===== config.mk =====
export PLATFORM = sky130hd
export DESIGN_NAME = bsr_mmio_uart
export DESIGN_NICKNAME = d
export VERILOG_FILES = /design/src/rtl/bsr_mmio_uart.sv
export SDC_FILE = /design/constraint.sdc
export NUM_CORES = 1
export LEC_CHECK = 0
export CAP_MARGIN = 5
export CORE_MARGIN = 2
export CORE_UTILIZATION = 60
export CTS_CLUSTER_SIZE = 24
export DETAILED_ROUTE_END_ITERATION = 12
export GPL_ROUTABILITY_DRIVEN = 0
export PLACE_DENSITY = 0.8
export SKIP_CTS_REPAIR_TIMING = 1
export SYNTH_ARGS = -nofsm -noshare
export SYNTH_HDL_FRONTEND = slang
export SYNTH_SLANG_ARGS = --single-unit
export TNS_END_PERCENT = 1

===== constraint.sdc =====
create_clock -name clock -period 7.57 [get_ports clock]
set_input_delay 1.514 -clock clock [delete_from_list [all_inputs] [get_ports clock]]
set_output_delay 1.514 -clock clock [all_outputs]
set_load 0.01 [all_outputs]

===== src/rtl/bsr_mmio_uart.sv =====
// MMIO-mapped 8N1 UART target: 16-byte register window, TX FIFO + serializer,
// RX deserializer with a one-byte holding register, programmable baud divisor.
module bsr_mmio_uart #(
  parameter logic [31:0] BASE_ADDR = 32'h0000_E010,
  parameter int          TXF_LOG2  = 4,
  parameter logic [15:0] DIV_INIT  = 16'd433
) (
  input  logic        clock,
  input  logic        reset,
  input  logic [31:0] mmioAddr,
  input  logic [4:0]  mmioOpm,
  input  logic [31:0] mmioInData,
  output logic [31:0] mmioOutData,
  output logic [1:0]  mmioOK,
  output logic        uartTx,
  input  logic        uartRx
);
  localparam logic [1:0] OK_READY = 2'b00, OK_OK = 2'b01, OK_HOLD = 2'b10, OK_FAULT = 2'b11;
  localparam int TXF_DEPTH = 1 << TXF_LOG2;
  localparam logic [TXF_LOG2:0] TXF_FULL = (TXF_LOG2+1)'(TXF_DEPTH);

  typedef enum logic {BUS_IDLE, BUS_DONE} bus_e;
  typedef enum logic [1:0] {RX_IDLE, RX_START, RX_DATA, RX_STOP} rx_e;

  bus_e        bus_q, bus_d;
  logic        fault_q, fault_d, wr_q, wr_d;
  logic [31:0] rdata_q, rdata_d, rd_mux, status;
  logic [15:0] div_q;
  logic        req, acc, is_wr, is_rd;
  logic [1:0]  sel;
  logic        wr_data, wr_stat, wr_div, rd_data;

  logic [7:0]          txf_mem [TXF_DEPTH];
  logic [TXF_LOG2-1:0] txf_wp_q, txf_rp_q;
  logic [TXF_LOG2:0]   txf_cnt_q;
  logic                tx_full, tx_empty, push, drop, pop, tx_last;
  logic                tx_busy_q, tx_drop_q;
  logic [9:0]          tx_sh_q;
  logic [15:0]         tx_cnt_q, tx_div_q;
  logic [3:0]          tx_bit_q;

  rx_e         rx_st_q, rx_st_d;
  logic        rx_s1_q, rx_s2_q, rx_s3_q, rx_fall, rx_ok, rx_err;
  logic [15:0] rx_cnt_q, rx_cnt_d, rx_div_q, rx_div_d, rx_half;
  logic [16:0] rx_div_p1;
  logic [2:0]  rx_bit_q, rx_bit_d;
  logic [7:0]  rx_sh_q, rx_sh_d, rx_byte_q;
  logic        rx_vld_q, rx_ovr_q, rx_ferr_q;
  logic        unused_bits;

  assign unused_bits = ^{mmioInData[31:16], mmioAddr[1:0]};

  assign req   = (mmioOpm[4] | mmioOpm[3]) && (mmioAddr[31:4] == BASE_ADDR[31:4]);
  assign sel   = mmioAddr[3:2];
  assign is_wr = mmioOpm[4];
  assign is_rd = mmioOpm[3] & ~mmioOpm[4];
  // Side effects fire only on the IDLE->DONE edge of a well-formed access.
  assign acc     = (bus_q == BUS_IDLE) && req && (mmioOpm[2:0] == 3'b010);
  assign wr_data = acc && is_wr && (sel == 2'd0);
  assign wr_stat = acc && is_wr && (sel == 2'd1);
  assign wr_div  = acc && is_wr && (sel == 2'd2);
  assign rd_data = acc && is_rd && (sel == 2'd0);

  assign status = {25'h0, rx_ferr_q, tx_drop_q, tx_busy_q, rx_ovr_q, rx_vld_q, tx_empty, tx_full};

  always_comb begin
    rd_mux = 32'h0;
    case (sel)
      2'd0:    rd_mux = {23'h0, rx_vld_q, rx_byte_q};
      2'd1:    rd_mux = status;
      2'd2:    rd_mux = {16'h0, div_q};
      default: rd_mux = 32'h0;
    endcase
  end

  always_comb begin
    bus_d   = bus_q;
    fault_d = fault_q;
    wr_d    = wr_q;
    rdata_d = rdata_q;
    mmioOK  = OK_READY;
    case (bus_q)
      BUS_IDLE: if (req) begin
        mmioOK  = OK_HOLD;
        bus_d   = BUS_DONE;
        fault_d = (mmioOpm[2:0] != 3'b010);
        wr_d    = is_wr;
        rdata_d = (acc && is_rd) ? rd_mux : 32'h0;
      end
      BUS_DONE: begin
        if (mmioOpm[4:3] != 2'b00) mmioOK = fault_q ? OK_FAULT : OK_OK;
        else                       bus_d  = BUS_IDLE;
      end
      default: bus_d = BUS_IDLE;
    endcase
  end

  assign mmioOutData = (bus_q == BUS_DONE && !wr_q) ? rdata_q : 32'h0;

  always_ff @(posedge clock) begin
    if (reset) begin
      bus_q   <= BUS_IDLE;
      fault_q <= 1'b0;
      wr_q    <= 1'b0;
      div_q   <= DIV_INIT;
    end else begin
      bus_q   <= bus_d;
      fault_q <= fault_d;
      wr_q    <= wr_d;
      if (wr_div) div_q <= mmioInData[15:0];
    end
  end

  always_ff @(posedge clock) rdata_q <= rdata_d;

  // TX FIFO and serializer; a pop on the stop bit's last clock chains frames gap-free.
  assign tx_full  = (txf_cnt_q == TXF_FULL);
  assign tx_empty = (txf_cnt_q == '0);
  assign push     = wr_data && !tx_full;
  assign drop     = wr_data && tx_full;
  assign tx_last  = tx_busy_q && (tx_cnt_q == tx_div_q) && (tx_bit_q == 4'd9);
  assign pop      = (!tx_busy_q || tx_last) && !tx_empty;

  always_ff @(posedge clock) begin
    if (push) txf_mem[txf_wp_q] <= mmioInData[7:0];
    if (pop) begin
      tx_sh_q  <= {1'b1, txf_mem[txf_rp_q], 1'b0};
      tx_div_q <= div_q;
    end else if (tx_busy_q && tx_cnt_q == tx_div_q) begin
      tx_sh_q  <= tx_sh_q >> 1;
    end
  end

  always_ff @(posedge clock) begin
    if (reset) begin
      txf_wp_q  <= '0;
      txf_rp_q  <= '0;
      txf_cnt_q <= '0;
      tx_busy_q <= 1'b0;
      tx_cnt_q  <= '0;
      tx_bit_q  <= '0;
      tx_drop_q <= 1'b0;
    end else begin
      if (push) txf_wp_q <= txf_wp_q + 1'b1;
      if (pop)  txf_rp_q <= txf_rp_q + 1'b1;
      case ({push, pop})
        2'b10:   txf_cnt_q <= txf_cnt_q + 1'b1;
        2'b01:   txf_cnt_q <= txf_cnt_q - 1'b1;
        default: txf_cnt_q <= txf_cnt_q;
      endcase
      if (pop) begin
        tx_busy_q <= 1'b1;
        tx_cnt_q  <= '0;
        tx_bit_q  <= '0;
      end else if (tx_busy_q) begin
        if (tx_cnt_q == tx_div_q) begin
          tx_cnt_q <= '0;
          if (tx_bit_q == 4'd9) tx_busy_q <= 1'b0;
          else                  tx_bit_q  <= tx_bit_q + 1'b1;
        end else begin
          tx_cnt_q <= tx_cnt_q + 1'b1;
        end
      end
      if (drop)                           tx_drop_q <= 1'b1;
      else if (wr_stat && mmioInData[5]) tx_drop_q <= 1'b0;
    end
  end

  assign uartTx = tx_busy_q ? tx_sh_q[0] : 1'b1;

  // RX: falling edge, half-bit wait to recheck the start bit, then one sample per bit period.
  assign rx_div_p1 = {1'b0, div_q} + 17'd1;
  assign rx_half   = rx_div_p1[16:1];
  assign rx_fall   = rx_s3_q && !rx_s2_q;

  always_comb begin
    rx_st_d  = rx_st_q;
    rx_cnt_d = rx_cnt_q;
    rx_bit_d = rx_bit_q;
    rx_sh_d  = rx_sh_q;
    rx_div_d = rx_div_q;
    rx_ok    = 1'b0;
    rx_err   = 1'b0;
    case (rx_st_q)
      RX_IDLE: if (rx_fall) begin
        rx_div_d = div_q;
        rx_bit_d = '0;
        if (rx_half == '0) begin
          rx_st_d  = RX_DATA;
          rx_cnt_d = div_q;
        end else begin
          rx_st_d  = RX_START;
          rx_cnt_d = rx_half;
        end
      end
      RX_START: begin
        if (rx_cnt_q <= 16'd1) begin
          rx_st_d  = rx_s2_q ? RX_IDLE : RX_DATA;
          rx_cnt_d = rx_div_q;
        end else begin
          rx_cnt_d = rx_cnt_q - 1'b1;
        end
      end
      RX_DATA: begin
        if (rx_cnt_q == '0) begin
          rx_sh_d  = {rx_s2_q, rx_sh_q[7:1]};
          rx_cnt_d = rx_div_q;
          if (rx_bit_q == 3'd7) rx_st_d  = RX_STOP;
          else                  rx_bit_d = rx_bit_q + 1'b1;
        end else begin
          rx_cnt_d = rx_cnt_q - 1'b1;
        end
      end
      RX_STOP: begin
        if (rx_cnt_q == '0) begin
          rx_st_d = RX_IDLE;
          rx_ok   = rx_s2_q;
          rx_err  = !rx_s2_q;
        end else begin
          rx_cnt_d = rx_cnt_q - 1'b1;
        end
      end
      default: rx_st_d = RX_IDLE;
    endcase
  end

  always_ff @(posedge clock) begin
    rx_cnt_q <= rx_cnt_d;
    rx_bit_q <= rx_bit_d;
    rx_sh_q  <= rx_sh_d;
    rx_div_q <= rx_div_d;
    if (rx_ok) rx_byte_q <= rx_sh_q;
  end

  always_ff @(posedge clock) begin
    if (reset) begin
      rx_s1_q   <= 1'b1;
      rx_s2_q   <= 1'b1;
      rx_s3_q   <= 1'b1;
      rx_st_q   <= RX_IDLE;
      rx_vld_q  <= 1'b0;
      rx_ovr_q  <= 1'b0;
      rx_ferr_q <= 1'b0;
    end else begin
      rx_s1_q <= uartRx;
      rx_s2_q <= rx_s1_q;
      rx_s3_q <= rx_s2_q;
      rx_st_q <= rx_st_d;
      // A completing byte wins over a same-cycle DATA read clearing rxValid.
      if (rx_ok)        rx_vld_q <= 1'b1;
      else if (rd_data) rx_vld_q <= 1'b0;
      if (rx_ok && rx_vld_q && !rd_data)  rx_ovr_q <= 1'b1;
      else if (wr_stat && mmioInData[3]) rx_ovr_q <= 1'b0;
      if (rx_err)                         rx_ferr_q <= 1'b1;
      else if (wr_stat && mmioInData[6]) rx_ferr_q <= 1'b0;
    end
  end
endmodule


==> results of run 1 <==
cells in the final DEF (no fill, tap or decap), drive strengths merged, types with 16 or more instances in the layout:
cell type,n
a21oi,23
and2,28
clkbuf,33
clkdlybuf4s50,71
conb,16
dfxtp,68
edfxtp,219
ha,17
inv,24
mux2i,26
mux4,40
nand2,26
nand3,29
nand4,19
nor2,94
nor3,26
nor4,19
o21ai,26
xnor2,28
xor2,45
stage by stage:
| stage | hold slack [ps] | setup WS, ps | utilization, % |
|---|---|---|---|
| after floorplan | 389.5 | 3020 | - |
| after global placement | 391.4 | 2233 | 64.83 |
| after detailed placement | 399.9 | 2239 | 64.83 |
| after CTS | 413.8 | 2214 | 69.54 |
| after global routing | 427.6 | 2174 | 69.54 |
| final | 413.1 | 2224 | 69.54 |
state kept, by name, indices dropped and copies added (netlist names), 2 cells and up, named ones only:
register and count:
txf_mem 128, rx_st_q 2, rx_bit_q 3, rx_sh_q 8, div_q 16, txf_wp_q 4
tx_div_q 16, txf_cnt_q 5, rx_cnt_q 16, tx_cnt_q 16, txf_rp_q 4, rx_div_q 16
tx_sh_q 10, rdata_q 16, tx_bit_q 4, rx_byte_q 8
critical path, delay by kind of cell:
kind	cells	cell delay [ps]
and+or+nand+nor	2	810
buffers and inverters	3	1340
AOI/OAI and AO/OA	1	150
cell usage after synthesis (17+ instances only):
master	instances	area, µm²
sky130_fd_sc_hd__xnor2_1	28	245.2
sky130_fd_sc_hd__nor2_1	92	345.3
sky130_fd_sc_hd__dfxtp_1	68	1361
sky130_fd_sc_hd__ha_1	17	212.7
sky130_fd_sc_hd__xor2_1	45	394.1
sky130_fd_sc_hd__nor3_1	26	130.1
sky130_fd_sc_hd__and2_1	27	168.9
sky130_fd_sc_hd__clkbuf_1	32	120.1
sky130_fd_sc_hd__o21ai_0	25	125.1
sky130_fd_sc_hd__edfxtp_1	219	6576
sky130_fd_sc_hd__buf_4	17	127.6
sky130_fd_sc_hd__nand3_1	29	145.1
sky130_fd_sc_hd__inv_1	24	90.09
sky130_fd_sc_hd__mux2i_1	26	260.3
sky130_fd_sc_hd__nand2_1	26	97.59
sky130_fd_sc_hd__a21oi_1	23	115.1
sky130_fd_sc_hd__nand4_1	18	112.6
sky130_fd_sc_hd__mux4_2	40	900.9
area by class of cell:
cell class              count  share of cell area (%)
flip-flops and latches    287                   54.66
multi-input cells         572                   29.93
repair buffers             86                   5.651
clock buffers              33                   5.306
well taps                 275                   2.369
clock inverters            18                   1.464
inverters                  24                  0.6202
power groups by stage:
| stage | combinational (µW) | sequential (µW) | clock [µW] |
|---|---|---|---|
| after floorplan | 42.0 | 1730 | 0 |
| after global placement | 82.1 | 1730 | 0 |
| after detailed placement | 83.8 | 1730 | 0 |
| after CTS | 85.2 | 1700 | 1490 |
| after global routing | 93.0 | 1700 | 1560 |
| final | 85.4 | 1700 | 1470 |
routing by layer:
layer | GRT usage, % | wire [µm] | vias up
li1 | - | - | 3594
met1 | 34.34 | 11360 | 3819
met2 | 41.15 | 13490 | 295
met3 | 2.875 | 1428 | 45
met4 | 5.476 | 514 | 0
met5 | 0 | 0 | -
worst paths after layout:
| path | slack, ps | depth (start not counted) | endpoint | startpoint |
|---|---|---|---|---|
| setup reg to reg | 3920 | 14 | txf_cnt_q[4] | tx_cnt_q[8] |
| hold reg to reg | 410 | 1 | rx_s2_q | rx_s1_q |
| setup / recovery | 2220 | 6 | mmioOK[1] | mmioAddr[17] |
| hold / removal | 410 | 1 | rx_s2_q | rx_s1_q |
cells by family after synthesis:
| logic type | Yosys count | synth area share, % |
|---|---|---|
| buffers and inverters | 95 | 3.479 |
| DFF | 287 | 62.71 |
| AOI/OAI and AO/OA | 109 | 5.674 |
| xor gates and xnor gates | 73 | 5.051 |
| and+or+nand+nor | 288 | 11.94 |
| adders and majority gates | 17 | 1.680 |
| muxes | 69 | 9.440 |
| other | 1 | 0.02962 |
==> impl_metrics.sql, run 1 <==
INSERT INTO impl_metrics (metric_group, metric, value, unit) VALUES
('synth', 'number_of_warnings_printed_during_yosys_synthesis', '0', ''),
('clock_tree', 'clkSinkCount', '287', ''),
('pwr', 'leakage', '0.004932', 'µW'),
('synth', 'synth_ff_type', 'sky130_fd_sc_hd__edfxtp_1', ''),
('critical_path', 'cp_data_arrival_time', '3830', 'ps'),
('place', 'port-buffer-count', '72', ''),
('final_layout', 'multiInputGateArea', '4347', 'µm²'),
('final_layout', 'filler_cell_count', '1385', ''),
('drt', 'drc', '0', ''),
('pwr', 'power_frac_seq', '52.2', '%'),
('floorplanning', 'io_pins', '107', ''),
('critical_path', 'timing.critical_path.slowest_stage_cell', 'sky130_fd_sc_hd__or4b_4', ''),
('status', 'run_status', 'finished, final reports clean', ''),
('pwr', 'intPower', '2624', 'µW'),
('pwr', 'switching_share', '19.53', '%'),
('sta', 'finalCritPeriodShare', '70.62', '%'),
('drt', 'wire_per_inst', '20.69', 'µm'),
('final_layout', 'sequential_area', '7940', 'µm²'),
('synth', 'async_reset_ff_share', '0', '%'),
('drt', 'drt_pre_antenna_iters', '5', ''),
('critical_path', 'crit_chain', 'clkdlybuf4s50_1, or4b_4, nor4_4, buf_4, a21o_1, clkdlybuf4s50_1', ''),
('final_layout', 'post_route_insts_no_fill', '1295', ''),
('final_layout', 'antenna_cells_inserted', '0', ''),
('floorplanning', 'coreArea', '20890', 'µm²'),
('grt', 'number_of_global_route_vias_before_repair', '7617', ''),
('sta', 'rsz0062_at_grt', 'false', ''),
('clock_tree', 'clk_latency', '550', 'ps'),
('hold_path', 'hold_path_class', 'reg -> reg', ''),
('clock_tree', 'worst_setup_hold_path_clk_slew', '60', 'ps'),
('synth', 'synth-seq-area-share', '62.71', '%'),
('critical_path', 'worst_path_largest_cell_delay', '560', 'ps'),
('drt', 'final_antenna_net_count', '0', ''),
('pwr', 'vdd_drop_max', '0.2483', 'mV'),
('floorplanning', 'initial_utilization', '60.60', '%'),
('critical_path', 'cp_max_fo', '31', ''),
('final_layout', 'layout.nets', '1088', ''),
('drt', 'routed_wirelength', '26.79', 'mm'),
('drt', 'detailroute.via_count', '7753', ''),
('synth', 'yosys.cell_types.count', '61', ''),
('sta', 'fin_skew', '22.71', 'ps'),
('place', 'hpwl_detailed', '16.89', 'mm'),
('sta', 'worst_pin_slew', '1096', 'ps'),
('critical_path', 'critical_path.most_common_cell', 'sky130_fd_sc_hd__clkdlybuf4s50_1', ''),
('clock_tree', 'cts_root_buf', 'sky130_fd_sc_hd__clkbuf_16', ''),
('final_layout', 'stdcell_area', '14530', 'µm²'),
('clock_tree', 'tritoncts', 'built', ''),
('sta', 'timing.final.setup_violations', '0', ''),
('floorplanning', 'std_cell_rows', '53', ''),
('pwr', 'p_sw', '637.1', 'µW'),
('sta', 'setup-tns-final', '0', 'ps'),
('drt', 'drt-initial-drc-count', '676', ''),
('grt', 'pin_count_of_the_biggest_net_entering_global_routing', '52', ''),
('pwr', 'pwr-share-clk', '45.2', '%'),
('place', 'instance_area_after_placement', '13540', 'µm²'),
('synth', 'number_of_flops_mapped_to_enable_cells_by_yosys', '219', ''),
('place', 'place_inst', '1244', ''),
('final_layout', 'layout-drive-gt1-share', '12.06', '%'),
('sta', 'final_hold_viol_count', '0', ''),
('sta', 'timing.final.crit_period', '5346', 'ps'),
('synth', 'syn_inst', '939', ''),
('sta', 'max_clock_freq', '0.1871', 'GHz'),
('floorplanning', 'die_w', '149.3', 'µm'),
('critical_path', 'path_class', 'in -> out', ''),
('synth', 'ys_seq_elements', '287', ''),
('critical_path', 'critPathRequiredTime', '6060', 'ps'),
('pwr', 'power.density_cell_area', '224.5', 'nW/µm²'),
('sta', 'max_slew_margin', '26.19', '%'),
('critical_path', 'setup.worst_path.end_class', 'primary output', ''),
('synth', 'post_syn_area_per_cell', '13.48', 'µm²'),
('sta', 'timing_max_transition_violations_final', '0', ''),
('job', 'maxCapViolCount', '0', '');
No activity file was read; power rests on OpenSTA's default activity.
==> run 2: changes to the inputs <==
--- a/config.mk
+++ b/config.mk
@@ -7,11 +7,11 @@
 export LEC_CHECK = 0
 export CAP_MARGIN = 5
 export CORE_MARGIN = 2
-export CORE_UTILIZATION = 60
+export CORE_UTILIZATION = 52
 export CTS_CLUSTER_SIZE = 24
 export DETAILED_ROUTE_END_ITERATION = 12
 export GPL_ROUTABILITY_DRIVEN = 0
-export PLACE_DENSITY = 0.8
+export PLACE_DENSITY = 0.74
 export SKIP_CTS_REPAIR_TIMING = 1
 export SYNTH_ARGS = -nofsm -noshare
 export SYNTH_HDL_FRONTEND = slang
==> constraint.sdc (replaced) <==
create_clock -name clock -period 4.6 [get_ports clock]
set_input_delay 0.92 -clock clock [delete_from_list [all_inputs] [get_ports clock]]
set_output_delay 0.92 -clock clock [all_outputs]
set_load 0.01 [all_outputs]
==> run 2 against run 1 <==
  * First-iteration DRC count down 15%
  * Combinational power rose by 64%
  * Clock skew is 5.3 ps lower
  * Critical endpoint unchanged
==> impl_metrics.sql, run 2 (synthesized netlist as in run 1, its figures left out) <==
INSERT INTO impl_metrics (metric_group, metric, value, unit) VALUES
('clock_tree', 'worst_setup_hold_path_clk_slew', '70', 'ps'),
('sta', 'max_clock_freq', '0.2404', 'GHz'),
('final_layout', 'filler_cell_count', '1897', ''),
('floorplanning', 'coreArea', '24110', 'µm²'),
('drt', 'drc', '0', ''),
('drt', 'final_antenna_net_count', '0', ''),
('grt', 'use_met1', '28.35', '%'),
('sta', 'setup-tns-final', '0', 'ps'),
('floorplanning', 'area_of_the_die', '25610', 'µm²'),
('final_layout', 'largest_reg_flops', '128', ''),
('sta', 'final_hold_viol_count', '0', ''),
('floorplanning', 'std_cell_rows', '57', ''),
('sta', 'finalHoldWorstSlack', '416.4', 'ps'),
('hold_path', 'hold_path_class', 'reg -> reg', ''),
('drt', 'wire_per_inst', '18.95', 'µm'),
('sta', 'fin_skew', '17.43', 'ps'),
('sta', 'rsz0062_at_grt', 'false', ''),
('final_layout', 'regMostFlops', 'txf_mem', ''),
('sta', 'timing.final.setup_violations', '0', ''),
('clock_tree', 'tritoncts', 'built', ''),
('critical_path', 'cp_data_arrival_time', '3240', 'ps'),
('clock_tree', 'h_tree_lvl_count', '1', ''),
('critical_path', 'setup.worst_path.start_class', 'primary input', ''),
('critical_path', 'path_class', 'in -> out', ''),
('job', 'maxCapViolCount', '0', ''),
('clock_tree', 'tritoncts.num_buffers', '30', ''),
('final_layout', 'layout-drive-gt1-share', '13.44', '%'),
('drt', 'drt-initial-drc-count', '574', ''),
('floorplanning', 'initial_utilization', '52.51', '%'),
('sta', 'finalCritPeriodShare', '90.45', '%'),
('hold_path', 'worst_hold_startpoint', 'rx_s1_q', ''),
('critical_path', 'cp_max_fo', '30', ''),
('pwr', 'power.density_cell_area', '372.4', 'nW/µm²'),
('place', 'hpwl_detailed', '17.13', 'mm'),
('sta', 'timing.final.crit_period', '4161', 'ps'),
('drt', 'post_drt_via_cell_ratio', '5.646', ''),
('sta', 'timing_max_transition_violations_final', '0', ''),
('grt', 'global_route.overflow_total', '0', ''),
('clock_tree', 'clkSinkCount', '287', ''),
('drt', 'detailroute.via_count', '7713', ''),
('pwr', 'leakage', '0.005046', 'µW'),
('clock_tree', 'cts_root_buf', 'sky130_fd_sc_hd__clkbuf_16', ''),
('floorplanning', 'io_pins', '107', ''),
('grt', 'global_route_wire_length_before_repair', '41.99', 'mm'),
('pwr', 'vdd_drop_max', '0.4369', 'mV'),
('grt', 'grt_util_met2', '34.51', '%'),
('clock_tree', 'clk_latency', '550', 'ps'),
('critical_path', 'critPathRequiredTime', '3680', 'ps'),
('sta', 'worst_pin_slew', '1068', 'ps'),
('final_layout', 'antenna_cells_inserted', '0', ''),
('clock_tree', 'cts_max_path_buffers', '3', ''),
('pwr', 'finalPower', '5506', 'µW'),
('final_layout', 'layout.nets', '1107', ''),
('final_layout', 'synthToLayoutAreaGrowth', '16.80', '%'),
('floorplanning', 'die_height', '160.0', 'µm'),
('grt', 'groute.layer.met3.usage', '3.351', '%'),
('critical_path', 'rrSetupSlack', '990', 'ps'),
('drt', 'routed_wirelength', '25.89', 'mm'),
('critical_path', 'r2r_start', 'tx_cnt_q[8]', ''),
('critical_path', 'worst_setup_path_startpoint', 'mmioAddr[16]', ''),
('drt', 'drt_pre_antenna_iters', '5', ''),
('grt', 'global_route.peak_usage_layer', 'met2', ''),
('status', 'run_status', 'finished, final reports clean', ''),
('floorplanning', 'die_w', '160.0', 'µm'),
('final_layout', 'most-common-layout-cells', 'sky130_fd_sc_hd__edfxtp_1, sky130_fd_sc_hd__nor2_1, sky130_fd_sc_hd__clkdlybuf4s50_1, sky130_fd_sc_hd__dfxtp_1, sky130_fd_sc_hd__xor2_1', ''),
('place', 'port-buffer-count', '72', ''),
('grt', 'globalRouteTotalUtil', '20.51', '%'),
('final_layout', 'mostFrequentLayoutCell', 'sky130_fd_sc_hd__edfxtp_1', ''),
('grt', 'number_of_global_route_vias_before_repair', '7745', ''),
('grt', 'antenna_violations_before_repair', '0', ''),
('grt', 'pin_count_of_the_biggest_net_entering_global_routing', '33', ''),
('sta', 'max_slew_margin', '28.05', '%'),
('critical_path', 'setup.worst_path.end_class', 'primary output', '');
-- run 2: changes by cell type in the layout (fill, tap and decap cells not counted), sizes merged --
cell	previous run	this run
clkbuf	33	35
inv	24	25
bufinv	5	6
clkinvlp	1	2
buf	15	32
-- run 2: cell type report --
| class | instances | area (µm²) | share of cell area, % |
|---|---|---|---|
| Timing Repair Buffer | 103 | 948.4 | 6.415 |
| Clock inverter | 21 | 259.0 | 1.752 |
| Sequential cell | 287 | 7940 | 53.70 |
| Tap cell | 324 | 405.4 | 2.742 |
| Inverter | 24 | 90.09 | 0.6093 |
| Multi-Input combinational cell | 572 | 4342 | 29.36 |
| Clock buffer | 35 | 800.8 | 5.416 |
-- run 2: per-stage QoR --
step	area (µm²)	utilization, %	setup slack (ps)	cells
5_1_grt	14790	61.34	276.1	1366
3_3_place_gp	13730	56.94	296.3	1310
3_5_place_dp	13730	56.94	255.2	1310
2_1_floorplan	12710	-	644.2	954
6_report	14790	61.34	439.4	1366
4_1_cts	14790	61.34	397.0	1366
-- run 2: final timing paths --
check | to | cells after the start
min | rx_s2_q | 1
min reg2reg | rx_s2_q | 1
max | mmioOK[1] | 6
max reg2reg | txf_cnt_q[4] | 14
-- run 2: worst max-delay path, stage by stage --
cell and delay (ps):
sky130_fd_sc_hd__clkdlybuf4s50_1 420, sky130_fd_sc_hd__or4b_4 530, sky130_fd_sc_hd__nor4_4 290, sky130_fd_sc_hd__buf_4 400, sky130_fd_sc_hd__a21o_1 130, sky130_fd_sc_hd__clkdlybuf4s50_1 550
-- run 2: power breakdown --
| group | internal [µW] | total (µW) | switching [µW] |
|---|---|---|---|
| registers | 2790 | 2800 | 11.3 |
| clock network | 1580 | 2570 | 989 |
| logic | 63.8 | 140 | 76.0 |
-- run 2: per-layer routing --
metal  wire length [µm]  up-vias
met5                  0        -
met4                457        0
met3               1390       40
met2              12800      227
met1              11230     3812
li1                   -     3634
